File: src/rtl/parse_pkg.sv
// Shared constants, field-offset helpers and opcode encoding for the instruction parse queue.
package parse_pkg;

    localparam int OP_SIZE_DEF      = 4;
    localparam int PARAM_A_SIZE_DEF = 4;
    localparam int PARAM_B_SIZE_DEF = 4;
    localparam int DEPTH_DEF        = 4;
    localparam int NUM_OPS_DEF      = 8;

    typedef enum logic [OP_SIZE_DEF-1:0] {
        OP_NOP   = 4'd0,
        OP_LOAD  = 4'd1,
        OP_STORE = 4'd2,
        OP_DENSE = 4'd3,
        OP_ACT   = 4'd4,
        OP_COST  = 4'd5,
        OP_SYNC  = 4'd6,
        OP_HALT  = 4'd7
    } op_e;

    function automatic int code_width(input int op_size, input int a_size, input int b_size);
        return op_size + a_size + b_size;
    endfunction

    // Lowest bit of the opcode field: everything below it is the cost field.
    function automatic int op_lsb(input int a_size, input int b_size);
        return a_size + b_size;
    endfunction

    function automatic int act_lsb(input int b_size);
        return b_size;
    endfunction

endpackage

File: src/rtl/parse_fifo.sv
// Circular storage for decoded entries with wrap-around pointers and an occupancy counter.
module parse_fifo #(
    parameter int WIDTH = 8,
    parameter int DEPTH = 4
) (
    input  logic                       clk,
    input  logic                       rst,
    input  logic                       flush,
    input  logic                       push,
    input  logic                       pop,
    input  logic [WIDTH-1:0]           wdata,
    output logic [WIDTH-1:0]           rdata,
    output logic [$clog2(DEPTH+1)-1:0] count,
    output logic                       full,
    output logic                       empty
);

    localparam int PTR_W = $clog2(DEPTH);
    localparam int CNT_W = $clog2(DEPTH+1);

    logic [WIDTH-1:0] mem_r [DEPTH];
    logic [PTR_W-1:0] wr_ptr_r;
    logic [PTR_W-1:0] rd_ptr_r;
    logic [CNT_W-1:0] count_r;
    logic             do_push_s;
    logic             do_pop_s;

    assign full  = (count_r == CNT_W'(DEPTH));
    assign empty = (count_r == {CNT_W{1'b0}});
    assign count = count_r;

    // Qualify requests: flush wins over both, and never overrun or underrun.
    always_comb begin
        do_push_s = push && !flush && !full;
        do_pop_s  = pop  && !flush && !empty;
    end

    // Pointers and occupancy; reset and flush both discard all entries.
    always_ff @(posedge clk or posedge rst) begin
        if (rst) begin
            wr_ptr_r <= {PTR_W{1'b0}};
            rd_ptr_r <= {PTR_W{1'b0}};
            count_r  <= {CNT_W{1'b0}};
        end else if (flush) begin
            wr_ptr_r <= {PTR_W{1'b0}};
            rd_ptr_r <= {PTR_W{1'b0}};
            count_r  <= {CNT_W{1'b0}};
        end else begin
            if (do_push_s) begin
                wr_ptr_r <= (wr_ptr_r == PTR_W'(DEPTH-1)) ? {PTR_W{1'b0}} : wr_ptr_r + PTR_W'(1);
            end
            if (do_pop_s) begin
                rd_ptr_r <= (rd_ptr_r == PTR_W'(DEPTH-1)) ? {PTR_W{1'b0}} : rd_ptr_r + PTR_W'(1);
            end
            case ({do_push_s, do_pop_s})
                2'b10:   count_r <= count_r + CNT_W'(1);
                2'b01:   count_r <= count_r - CNT_W'(1);
                default: count_r <= count_r;
            endcase
        end
    end

    // Entry storage is intentionally not reset; validity is tracked by count_r alone.
    always_ff @(posedge clk) begin
        if (do_push_s) begin
            mem_r[wr_ptr_r] <= wdata;
        end
    end

    // Head entry, forced to zero when nothing is queued.
    always_comb begin
        if (empty) begin
            rdata = {WIDTH{1'b0}};
        end else begin
            rdata = mem_r[rd_ptr_r];
        end
    end

endmodule

File: src/rtl/parse_queue.sv
// Decodes instruction words at push time and queues the decoded fields for a consumer.
// Optional feature: define PARSE_ILLEGAL_CHECK_EN to flag and store out-of-range opcodes.
module parse_queue
    import parse_pkg::*;
#(
    parameter int OP_SIZE      = OP_SIZE_DEF,
    parameter int PARAM_A_SIZE = PARAM_A_SIZE_DEF,
    parameter int PARAM_B_SIZE = PARAM_B_SIZE_DEF,
    parameter int DEPTH        = DEPTH_DEF,
    parameter int NUM_OPS      = NUM_OPS_DEF
) (
    input  logic                                        clk,
    input  logic                                        rst,
    input  logic                                        flush,
    input  logic                                        code_valid,
    input  logic [OP_SIZE+PARAM_A_SIZE+PARAM_B_SIZE-1:0] code,
    output logic                                        code_ready,
    output logic                                        out_valid,
    input  logic                                        out_ready,
    output logic [OP_SIZE-1:0]                          op,
    output logic [PARAM_A_SIZE-1:0]                     act_type,
    output logic [PARAM_B_SIZE-1:0]                     dense_type,
    output logic [PARAM_A_SIZE+PARAM_B_SIZE-1:0]        cost_type,
    output logic                                        illegal,
    output logic [$clog2(DEPTH+1)-1:0]                  count
);

    localparam int CODE_W  = code_width(OP_SIZE, PARAM_A_SIZE, PARAM_B_SIZE);
    localparam int OP_LSB  = op_lsb(PARAM_A_SIZE, PARAM_B_SIZE);
    localparam int ACT_LSB = act_lsb(PARAM_B_SIZE);
`ifdef PARSE_ILLEGAL_CHECK_EN
    localparam int ENTRY_W = CODE_W + 1;
`else
    localparam int ENTRY_W = CODE_W;
`endif

    logic [OP_SIZE-1:0]      op_in_s;
    logic [PARAM_A_SIZE-1:0] act_in_s;
    logic [PARAM_B_SIZE-1:0] dense_in_s;
    logic [ENTRY_W-1:0]      entry_in_s;
    logic [ENTRY_W-1:0]      entry_out_s;
    logic                    full_s;
    logic                    empty_s;

    // Split the raw word; cost_type is rebuilt from act/dense so it is not stored twice.
    always_comb begin
        op_in_s    = code[CODE_W-1 -: OP_SIZE];
        act_in_s   = code[OP_LSB-1 -: PARAM_A_SIZE];
        dense_in_s = code[ACT_LSB-1:0];
`ifdef PARSE_ILLEGAL_CHECK_EN
        entry_in_s = {(32'(op_in_s) >= 32'(NUM_OPS)), op_in_s, act_in_s, dense_in_s};
`else
        entry_in_s = {op_in_s, act_in_s, dense_in_s};
`endif
    end

    assign code_ready = !full_s && !flush;
    assign out_valid  = !empty_s;

    parse_fifo #(
        .WIDTH (ENTRY_W),
        .DEPTH (DEPTH)
    ) u_fifo (
        .clk   (clk),
        .rst   (rst),
        .flush (flush),
        .push  (code_valid && code_ready),
        .pop   (out_valid && out_ready),
        .wdata (entry_in_s),
        .rdata (entry_out_s),
        .count (count),
        .full  (full_s),
        .empty (empty_s)
    );

    // Head fields; the fifo already zeroes its head when empty.
    always_comb begin
        op         = entry_out_s[CODE_W-1 -: OP_SIZE];
        act_type   = entry_out_s[OP_LSB-1 -: PARAM_A_SIZE];
        dense_type = entry_out_s[ACT_LSB-1:0];
        cost_type  = {act_type, dense_type};
`ifdef PARSE_ILLEGAL_CHECK_EN
        illegal    = entry_out_s[ENTRY_W-1];
`else
        illegal    = 1'b0;
`endif
    end

endmodule

File: config.mk
export PLATFORM = sky130hd
export DESIGN_NAME = parse_queue
export DESIGN_NICKNAME = d
export VERILOG_FILES = /design/src/rtl/parse_pkg.sv /design/src/rtl/parse_fifo.sv /design/src/rtl/parse_queue.sv
export SDC_FILE = /design/constraint.sdc
export NUM_CORES = 1
export LEC_CHECK = 0
export BUFFER_PORTS_ARGS = -buffer_cell sky130_fd_sc_hd__buf_2
export CORE_MARGIN = 5
export CORE_UTILIZATION = 49
export DETAILED_ROUTE_END_ITERATION = 16
export PLACE_DENSITY_LB_ADDON = 0.25
export SYNTH_ARGS = -nofsm -noshare
export SYNTH_HDL_FRONTEND = slang
export SYNTH_SLANG_ARGS = --single-unit
File: constraint.sdc
create_clock -name clk -period 2.2 [get_ports clk]
set_clock_uncertainty 0.2 [all_clocks]
set_input_delay 0.44 -clock clk [delete_from_list [all_inputs] [get_ports clk]]
set_output_delay 0.44 -clock clk [all_outputs]
set_load 0.02 [all_outputs]
# Word-level counts from Yosys, hierarchy flattened

Memory sizes are Yosys's and may differ from the RTL's.
Index checks and enable logic that the tools add are counted.

Add/subtract/negate cells: 4
Equality and inequality tests: 5
Mux-type cells: 11
Reduce and logical (&&, ||, !) cells: 14

Operators by type and width:

| cell                                                               | number |
|---|---|
| 12-bit two-way mux                                                 | 1 |
| 2-bit two-way mux                                                  | 6 |
| 1-bit logical AND                                                  | 7 |
| 2-bit == test, second input constant                               | 3 |
| 3-bit case mux with 2 select lines                                 | 1 |
| 2-bit by 1-bit adder with 2-bit output, second input constant      | 2 |
| 2-bit nonzero test                                                 | 2 |
| 3-bit by 1-bit adder with 3-bit output, second input constant      | 1 |
| 3-bit == test, second input constant                               | 1 |
| 1-bit logical NOT                                                  | 3 |
| 3-bit logical NOT                                                  | 1 |
| 3-bit two-way mux                                                  | 1 |
| 3-bit nonzero test                                                 | 1 |
| 3-bit by 1-bit subtractor with 3-bit output, second input constant | 1 |
| 2-bit by 1-bit == test with 1-bit output, second input constant    | 1 |
| 1-bit two-way mux                                                  | 2 |

Register bits after elaboration: 7
Memory bits (writable): 48
Input bits: 17
Output and inout bits: 26
Word-level logic and storage cells: 38
Memories: 1

Memories:

| name         | words | width | read ports | clocked after memory_dff | wr ports | line             | text |
|---|---|---|---|---|---|---|---|
| u_fifo.mem_r | 4     | 12    | 1          | 0                        | 1        | parse_fifo.sv:21 | `logic [WIDTH-1:0] mem_r [DEPTH];` |

# Longest topological paths before layout

Gate-level depths: netlist (run 1).

Word-level depth: 9
Depth in mapped cells: 7
Mapped depth without buffers: 7

# By module

Synthesis (run 1) repeated with hierarchy kept, for this count alone.

Cell total of the unflattened synthesis: 142
Area total of the unflattened synthesis: 2448.6 sq um

By module, submodules not included:

| module      | instances | cells each | area an instance (sq um) | sequential area each (sq um) |
|---|---|---|---|---|
| parse_fifo  | 1         | 128        | 2351.0                   | 1616.6 |
| parse_queue | 1         | 14         | 97.6                     | 0.0 |

# Worst setup path after synthesis (run 1)

OpenSTA, ideal clock, no wires.

Path type: flip-flop to flip-flop
From: reg u_fifo.count_r[1], in the netlist u_fifo.count[1]
To: reg u_fifo.count_r[2], in the netlist u_fifo.count[2]
Setup time: 0.082 ns
Arrival: 2.030 ns
Required time: 1.918 ns
Slack: -0.112 ns
Stages on the path, launching flop included: 8
Path buffers: 0
Clock period less this slack: 2.312 ns
Cell sequence: dfrtp_1 > or3_4 > nand2_4 > nor3_1 > fa_1 > nor4_1 > o21ai_0 > a31oi_1

Longest elaborated chain between the ends: 9
Elaborated cells on any way between the ends: 18
Classes of those cells: add/sub (2); eq/ne (3); mux (2); reduce/logical (11)

RTL lines:

| item                                                                             | line                                | text |
|---|---|---|
| start, declared                                                                  | parse_fifo.sv:24                    | `logic [CNT_W-1:0] count_r;` |
| start signal, assigned                                                           | parse_fifo.sv:43                    | `count_r <= {CNT_W{1'b0}};` |
| start signal, assigned                                                           | parse_fifo.sv:47                    | `count_r <= {CNT_W{1'b0}};` |
| start signal, assigned                                                           | parse_fifo.sv:56                    | `2'b10: count_r <= count_r + CNT_W'(1);` |
| 3-bit == test                                                                    | parse_fifo.sv:28                    | `assign full = (count_r == CNT_W'(DEPTH));` |
| 1-bit logical NOT                                                                | parse_fifo.sv:34, parse_queue.sv:57 |  |
| 1-bit logical AND                                                                | parse_queue.sv:57                   | `assign code_ready = !full_s && !flush;` |
| 1-bit logical AND                                                                | parse_queue.sv:67                   | `.push (code_valid && code_ready),` |
| 1-bit logical AND (2 in a row)                                                   | parse_fifo.sv:34                    | `do_push_s = push && !flush && !full;` |
| 2-bit by 1-bit == test with 1-bit output / 2-bit == test (equally long branches) | parse_fifo.sv:55                    | `case ({do_push_s, do_pop_s})` |
| 3-bit case mux with 2 select lines                                               | parse_fifo.sv:55                    |  |
| 3-bit two-way mux                                                                | parse_fifo.sv:44                    | `end else if (flush) begin` |

Several ways; a longest one is shown, not always the timed one.
A chain may end at the register's enable or synchronous reset.

# Final worst setup path (run 1)

From: reg u_fifo.rd_ptr_r[0]
To: out op[0]

Longest elaborated chain between the ends: 2

RTL lines:

| item                   | line              | text |
|---|---|---|
| start, declared        | parse_fifo.sv:23  | `logic [PTR_W-1:0] rd_ptr_r;` |
| start signal, assigned | parse_fifo.sv:42  | `rd_ptr_r <= {PTR_W{1'b0}};` |
| start signal, assigned | parse_fifo.sv:46  | `rd_ptr_r <= {PTR_W{1'b0}};` |
| start signal, assigned | parse_fifo.sv:53  | `rd_ptr_r <= (rd_ptr_r == PTR_W'(DEPTH-1)) ? {PTR_W{1'b0}} : rd_ptr_r + PTR_W'(1);` |
| memory 4 x 12 bit      | n/a               |  |
| 12-bit two-way mux     | parse_fifo.sv:72  | `if (empty) begin` |
| end, declared          | parse_queue.sv:20 | `output logic [OP_SIZE-1:0] op,` |

Every way passes these cells.

==> results of run 1 <==
cells in the mapped netlist, types with 2 or more instances:
library cell | n | area [sq um]
mux4_2 | 12 | 270
nor2_1 | 4 | 15.0
clkbuf_1 | 2 | 7.51
and2_1 | 17 | 106
edfxtp_1 | 48 | 1440
inv_1 | 3 | 11.3
buf_4 | 10 | 75.1
nand2_1 | 4 | 15.0
a21oi_1 | 2 | 10.0
ha_1 | 5 | 62.6
dfrtp_1 | 7 | 175
mux2i_1 | 2 | 20.0
o21ai_0 | 2 | 10.0
nand2b_1 | 3 | 18.8
routing by layer:
layer,wire length [um],GRT usage,vias up,part of all wire
li1,-,-,609,-
met1,1740,0.178,679,0.39
met2,2440,0.270,34,0.55
met3,199,0.0504,10,0.045
met4,62,0.0405,0,0.014
met5,0,0,-,0
power by group:
part	leakage (nW)	total, mW	internal, mW	switching, mW
Sequential	0.524	1.26	1.21	0.0445
Clock	0.0395	0.531	0.227	0.304
Combinational	0.561	1.55	0.787	0.763
worst max-delay path, stage by stage (launching register included):
cell and delay (ns):
dfrtp_1 0.42, buf_4 0.16, mux4_2 0.49, and2_1 0.16
buf_2 0.15
kinds of logic (layout without fill, tap and decap cells):
kind of cell | after synthesis | in the layout | synth area share
other | 1 | 1 | 0.00156
flip-flops | 55 | 55 | 0.672
buffers and inverters | 17 | 67 | 0.0427
AO/OA/AOI/OAI | 9 | 9 | 0.0265
XOR/XNOR | 1 | 1 | 0.00677
AND/OR/NAND/NOR | 35 | 35 | 0.0858
multiplexers | 16 | 16 | 0.130
adder cells (fa/ha/maj) | 6 | 6 | 0.0343
timing repair:
| action | CTS | global route |
|---|---|---|
| gates cloned | 1 | 0 |
| hold buffers | 1 | 0 |
| endpoints found under the setup margin | 20 | 22 |
| hold endpoints to repair | 7 | 0 |
| pin swaps | 8 | 2 |
| resized for setup | 53 | 2 |
registers in the layout, indices dropped and copies added, names as in the netlist:
signal,flops
u_fifo.wr_ptr_r,2
u_fifo.rd_ptr_r,2
u_fifo.count,3
u_fifo.mem_r,48
layout make-up:
cell class	count	area, sq um
Clock buffer	8	80.1
Fill cell	363	1790
Inverter	3	11.3
Multi-Input combinational cell	68	723
Sequential cell	55	1620
Tap cell	67	83.8
Timing Repair Buffer	56	447
worst max path at each step:
stage | end | slack (ns) | depth (start not counted)
2_1_floorplan | u_fifo.count[2]$_DFFE_PP0P_ | -0.02 | 7
3_3_place_gp | cost_type[7] | 0.09 | 3
3_5_place_dp | u_fifo.count[2]$_DFFE_PP0P_ | 0.07 | 7
4_1_cts | cost_type[7] | -0.13 | 4
5_1_grt | cost_type[0] | -0.21 | 4
6_report | op[0] | -0.12 | 4
==> flow_summary.yaml, run 1 <==
status:
  status: "finished, violations left"
  failed_checks: "negative setup slack"
clock_tree:
  cts_tree: "built"
  clk_path_buf_depth: 2
  post_cts_buffers: 0
  clkLatencyLatePin_ns: 0.30
  cts_root_buf: "clkbuf_8"
  cts.clk_slew.worst_paths_ns: 0.09
  cts_sinks: 55
  numCtsBuffers: 5
  htreeDepth: 2
global_routing:
  grt_antenna_before_repair: 0
  grt_pass1_wl_um: 7180
  grt_usage: 0.153
  grt_pass1_vias: 1448
  grt_max_degree: 16
  overflow: 0
synth:
  ys_ff_latch: 55
  synth_fp_nets: 163
  synthCells: 140
  synth_area_per_cell_sq_um: 17.2
  yosysSeqAreaShare: 0.672
  yosys_warnings: 0
  yosysUniqueCellTypes: 33
  synth_edf_count: 48
  synthesis.area_sq_um: 2400
  synth_ff_type: "edfxtp_1"
  async_flop_share: 0.127
timing:
  hold_ws_ns: 0.152
  max_freq_mhz: 430
  rsz0062_at_grt: "yes"
  min_period_ns: 2.32
  timing.final.ws_setup_ns: -0.123
  final_max_slew_viol_count: 0
  final-hold-violation-count: 0
  finalSetupViolCount: 20
  setup_tns_ns: -2.20
  min_period_over_period: 1.06
routing:
  route.detailed.drc: 0
  totalWireLength_um: 4450
  vias_per_cell: 5.18
  drt_pass1_iterations: 4
  dr_total_vias: 1332
  drt-initial-drc-count: 80
  drt.antenna.violating_nets: 0
  post_drt_wl_per_cell_um: 17.3
layout:
  final_common_cell: "edfxtp_1"
  final_cell_mix: "edfxtp_1, buf_2, buf_6"
  final_area_sq_um: 2970
  diodes: 0
  nets: 212
  post-route-util: 0.624
  area_delta_synth_final_pct: 23.4
  drive_gt1_frac: 0.500
  stdcell_count: 257
place:
  dp.cells: 247
  placement.io_buffers: 41
  pre_cts_slack_ns: 0.0692
  dpl_cell_area_sq_um: 2710
  place_hpwl_um: 2860
  gp_congestion: 0.765
min_path:
  min_path_type: "input port to flip-flop"
  hold_depth: 1
  holdPathEnd: "u_fifo.mem_r[2][9]$_DFFE_PP_"
  hp-start: "code[9]"
die:
  die_w_um: 80.1
  rows: 25
  die_area_sq_um: 6410
  num_io_pins: 43
  coreArea_sq_um: 4750
  start_util: 0.506
  die_height_um: 80.1
critical_path:
  crit_required_ns: 1.56
  worstPathArrival_ns: 1.68
  crit_type: "flip-flop to output port"
  cp-end-kind: "output port"
  rr_startpoint: "u_fifo.count[1]$_DFFE_PP0P_"
  critPathLaunch: "u_fifo.rd_ptr_r[0]$_DFFE_PP0P_"
  reg2reg_to: "u_fifo.count[2]$_DFFE_PP0P_"
  startpoint_type: "flip-flop"
  r2r_setup_slack_ns: 0.06
  reg2reg_depth: 7
  path_max_fanout: 4
pwr:
  p_per_area_nw_per_um2: 1130
  p_leak_nw: 1.12
  ir_drop_v: 0.000519
  finalPower_mw: 3.34
run:
  cap_violations: 0
Power figures use the tool's default switching activity.
==> inputs of run 2 (changes only) <==
--- a/config.mk
+++ b/config.mk
@@ -5,10 +5,10 @@
 export SDC_FILE = /design/constraint.sdc
 export NUM_CORES = 1
 export LEC_CHECK = 0
-export BUFFER_PORTS_ARGS = -buffer_cell sky130_fd_sc_hd__buf_2
 export CORE_MARGIN = 5
-export CORE_UTILIZATION = 49
+export CORE_UTILIZATION = 56
 export DETAILED_ROUTE_END_ITERATION = 16
+export DONT_BUFFER_PORTS = 1
 export PLACE_DENSITY_LB_ADDON = 0.25
 export SYNTH_ARGS = -nofsm -noshare
 export SYNTH_HDL_FRONTEND = slang
==> flow_summary.yaml, run 2 (synthesis results as in run 1) <==
routing:
  drt.antenna.violating_nets: 0
  totalWireLength_um: 3960
  drt_pass1_iterations: 4
  route.detailed.drc: 0
  drt-initial-drc-count: 53
  vias_per_cell: 5.80
  post_drt_wl_per_cell_um: 20.2
  dr_total_vias: 1137
timing:
  final_max_slew_viol_count: 0
  setup_tns_ns: -0.601
  worstMarginPinSlew_ns: 0.618
  min_period_ns: 2.24
  timing.final.ws_setup_ns: -0.0370
  maxSlewHeadroom: 0.588
  final-hold-violation-count: 0
  hold_ws_ns: 0.0241
  rsz0062_at_grt: "yes"
  finalSetupViolCount: 20
  max_freq_mhz: 447
  min_period_over_period: 1.02
layout:
  nets: 168
  post-route-util: 0.645
  drive_gt1_frac: 0.370
  area_delta_synth_final_pct: 9.52
  final_cell_mix: "edfxtp_1, mux4_2, and2_4"
  largest_register_ffs: 48
  stdcell_count: 196
  nFillCells: 285
  final_common_cell: "edfxtp_1"
  final_area_sq_um: 2630
  diodes: 0
  top_register: "u_fifo.mem_r"
clock_tree:
  clkLatencyLatePin_ns: 0.30
  htreeDepth: 2
  clk_path_buf_depth: 2
  cts_sinks: 55
  cts_root_buf: "clkbuf_8"
  numCtsBuffers: 5
  cts_tree: "built"
  cts.clk_slew.worst_paths_ns: 0.09
critical_path:
  slowest_stage: "mux4_2"
  cpPeakStageDelay_ns: 0.49
  crit_required_ns: 1.56
  worstPathArrival_ns: 1.60
  crit_type: "flip-flop to output port"
  startpoint_type: "flip-flop"
  path_max_fanout: 6
  path_cells: "buf_6 > mux4_2 > and2_4"
  cp-end-kind: "output port"
place:
  place_hpwl_um: 2640
  pre_cts_slack_ns: 0.00620
  dpl_cell_area_sq_um: 2480
  placement.io_buffers: 0
  gp_congestion: 0.768
  dp.cells: 185
pwr:
  ir_drop_v: 0.000477
  p_leak_nw: 0.913
  p_per_area_nw_per_um2: 1110
  finalPower_mw: 2.91
global_routing:
  overflow: 0
  grt_max_degree: 17
  grt_usage: 0.158
  grt_pass1_wl_um: 6200
  grt_antenna_before_repair: 0
  grt_pass1_vias: 1204
die:
  die_w_um: 75.5
  coreArea_sq_um: 4090
  die_height_um: 75.5
  start_util: 0.588
  rows: 23
  num_io_pins: 43
  die_area_sq_um: 5700
status:
  failed_checks: "negative setup slack"
  status: "finished, violations left"
min_path:
  min_path_type: "input port to flip-flop"
run:
  cap_violations: 0
run 2: cell type report:
type / count / area, sq um / area share
clock inverters: 2 / 12.5 / 0.00475
clock buffers: 6 / 72.6 / 0.0276
repair buffers: 12 / 124 / 0.0470
well taps: 50 / 62.6 / 0.0238
multi-input cells: 68 / 731 / 0.277
flip-flops and latches: 55 / 1620 / 0.615
inverters: 3 / 11.3 / 0.00428
run 2: critical path: cells and delay by family (launching register included):
| kind | cells | cell delay, ns |
|---|---|---|
| AND/OR/NAND/NOR | 1 | 0.22 |
| multiplexers | 1 | 0.49 |
| buffers and inverters | 1 | 0.16 |
| flip-flops | 1 | 0.42 |
run 2: layer usage:
metal	track usage	routed length (um)
met1	0.173	1440
met2	0.290	2190
met3	0.0501	276
met4	0.0485	51
met5	0	0
run 2: where the power goes:
group / switching [mW] / total [mW] / internal (mW)
Sequential: 0.0382 / 1.25 / 1.22
Clock: 0.306 / 0.530 / 0.223
Combinational: 0.668 / 1.13 / 0.462
run 2: final timing paths:
| kind | startpoint | end | slack (ns) | cells past startpoint |
|---|---|---|---|---|
| worst max-delay path | u_fifo.rd_ptr_r[0]$_DFFE_PP0P_ | cost_type[7] | -0.04 | 3 |
| worst min-delay path | code[5] | u_fifo.mem_r[3][5]$_DFFE_PP_ | 0.02 | 0 |
| worst min register to register | u_fifo.wr_ptr_r[0]$_DFFE_PP0P_ | u_fifo.wr_ptr_r[0]$_DFFE_PP0P_ | 0.40 | 1 |
| max in group asynchronous | rst | u_fifo.count[1]$_DFFE_PP0P_ | 1.24 | 2 |
| worst max register to register | u_fifo.count[0]$_DFFE_PP0P_ | u_fifo.count[2]$_DFFE_PP0P_ | 0.02 | 7 |
| min in group asynchronous | rst | u_fifo.count[2]$_DFFE_PP0P_ | 0.31 | 2 |
run 2: what timing repair did:
item,in CTS,in global routing
endpoints found under the hold margin,10,0
pin swaps,0,0
resized for setup,24,5
setup buffers,1,0
endpoints found under the setup margin,20,70
hold buffers,2,0
==> inputs of run 3 (changes only) <==
--- a/config.mk
+++ b/config.mk
@@ -10,6 +10,7 @@
 export DETAILED_ROUTE_END_ITERATION = 16
 export DONT_BUFFER_PORTS = 1
 export PLACE_DENSITY_LB_ADDON = 0.25
+export REMOVE_ABC_BUFFERS = 1
 export SYNTH_ARGS = -nofsm -noshare
 export SYNTH_HDL_FRONTEND = slang
 export SYNTH_SLANG_ARGS = --single-unit
==> flow_summary.yaml, run 3 (synthesis results as in run 1) <==
status:
  status: "finished, violations left"
  failed_checks: "negative setup slack"
timing:
  final-hold-violation-count: 0
  min_period_over_period: 1.01
  timing.final.ws_setup_ns: -0.0280
  worstMarginPinSlew_ns: 0.663
  hold_ws_ns: 0.0248
  maxSlewHeadroom: 0.558
  rsz0062_at_grt: "yes"
  final_max_slew_viol_count: 0
  finalSetupViolCount: 12
  min_period_ns: 2.23
  max_freq_mhz: 449
critical_path:
  path_cells: "buf_12 > mux4_2 > and2_4"
  crit_required_ns: 1.56
  crit_type: "flip-flop to output port"
  critical-path-top-delay-family: "multiplexers"
  cpPeakStageDelay_ns: 0.50
  crit_buf_inv: 1
  r2r_setup_slack_ns: 0.07
  cp-end-kind: "output port"
  slowest_stage: "mux4_2"
  worstPathArrival_ns: 1.59
  path_max_fanout: 7
  startpoint_type: "flip-flop"
global_routing:
  overflow: 0
  grt_pass1_vias: 1241
  grt_pass1_wl_um: 6340
  grt_antenna_before_repair: 0
  grt_max_degree: 18
  grt_usage: 0.157
clock_tree:
  htreeDepth: 2
  cts_root_buf: "clkbuf_8"
  cts.clk_slew.worst_paths_ns: 0.10
  cts_tree: "built"
  clkLatencyLatePin_ns: 0.30
  clk_path_buf_depth: 2
  numCtsBuffers: 5
  cts_sinks: 55
routing:
  vias_per_cell: 5.77
  totalWireLength_um: 4040
  post_drt_wl_per_cell_um: 19.9
  drt_pass1_iterations: 4
  dr_total_vias: 1171
  route.detailed.drc: 0
  drt.antenna.violating_nets: 0
  drt-initial-drc-count: 89
layout:
  diodes: 0
  final_common_cell: "edfxtp_1"
  drive_gt1_frac: 0.373
  largest_register_ffs: 48
  nets: 175
  final_cell_mix: "edfxtp_1, buf_4, mux4_2, and2_4, dfrtp_1"
  post-route-util: 0.657
  top_register: "u_fifo.mem_r"
  area_delta_synth_final_pct: 11.6
  stdcell_count: 203
  nFillCells: 282
pwr:
  p_per_area_nw_per_um2: 1100
  p_leak_nw: 0.950
  switching_share: 0.346
  ir_drop_v: 0.000634
  clockPowerShare: 0.179
  p_comb_frac: 0.397
  seqPwrFrac: 0.424
  p_int_mw: 1.93
  finalPower_mw: 2.95
  switchingPower_mw: 1.02
place:
  gp_congestion: 0.785
  placement.io_buffers: 0
  place_hpwl_um: 2850
  dp.cells: 191
die:
  die_height_um: 75.5
  die_area_sq_um: 5700
  rows: 23
  start_util: 0.588
  coreArea_sq_um: 4090
  num_io_pins: 43
  die_w_um: 75.5
min_path:
  min_path_type: "input port to flip-flop"
run:
  cap_violations: 0
[run 3: changes by cell type in the layout (fill, tap and decap cells not counted), sizes merged]
| cell | before | now |
|---|---|---|
| clkinvlp | 0 | 1 |
| clkbuf | 6 | 5 |
| buf | 10 | 17 |
[run 3: metrics by stage]
stage          setup slack [ns]  area [sq um]  TNS (ns)
4_1_cts                 -0.0943          2660     -1.35
6_report                -0.0280          2680    -0.131
3_5_place_dp             0.0232          2510         0
2_1_floorplan            -0.188          2310    -0.992
3_3_place_gp              0.107          2510         0
5_1_grt                 -0.0906          2680     -1.33
[run 3: final cells by class]
class	instances	area, sq um	share of cell area
Clock buffer	5	68.8	0.0256
Tap cell	50	62.6	0.0233
Clock inverter	3	20.0	0.00746
Multi-Input combinational cell	68	727	0.271
Inverter	3	11.3	0.00420
Sequential cell	55	1620	0.603
Timing Repair Buffer	19	176	0.0657
[run 3: routing by layer]
| metal | global-route usage | share of wire | up-vias |
|---|---|---|---|
| met1 | 0.185 | 0.39 | 592 |
| met3 | 0.0462 | 0.056 | 6 |
| met4 | 0.0641 | 0.018 | 0 |
| met5 | 0 | 0 | - |
| li1 | - | - | 540 |
| met2 | 0.268 | 0.53 | 33 |
[run 3: path summary, 6_finish.rpt]
kind                                                      from                              to  depth (start not counted)
worst max-delay path            u_fifo.rd_ptr_r[0]$_DFFE_PP0P_                     act_type[0]                          3
worst min-delay path                                   code[9]    u_fifo.mem_r[0][9]$_DFFE_PP_                          0
worst max register to register     u_fifo.count[1]$_DFFE_PP0P_     u_fifo.count[2]$_DFFE_PP0P_                          8
worst min register to register  u_fifo.wr_ptr_r[0]$_DFFE_PP0P_  u_fifo.wr_ptr_r[0]$_DFFE_PP0P_                          1
max in group asynchronous                                  rst  u_fifo.rd_ptr_r[0]$_DFFE_PP0P_                          2
min in group asynchronous                                  rst     u_fifo.count[0]$_DFFE_PP0P_                          2
[run 3: power groups by stage]
stage	clock network (mW)	logic (mW)	registers [mW]
4_1_cts	0.542	1.17	1.25
3_3_place_gp	0	1.03	1.27
5_1_grt	0.585	1.27	1.26
6_report	0.530	1.17	1.25
2_1_floorplan	0	0.688	1.34
3_5_place_dp	0	1.04	1.27
[run 3: what timing repair did]
action	in CTS	in global routing
hold buffers	2	0
pin swaps	0	2
setup endpoints to repair	20	21
endpoints found under the hold margin	10	0
buffers inserted	1	1
resized for setup	24	6
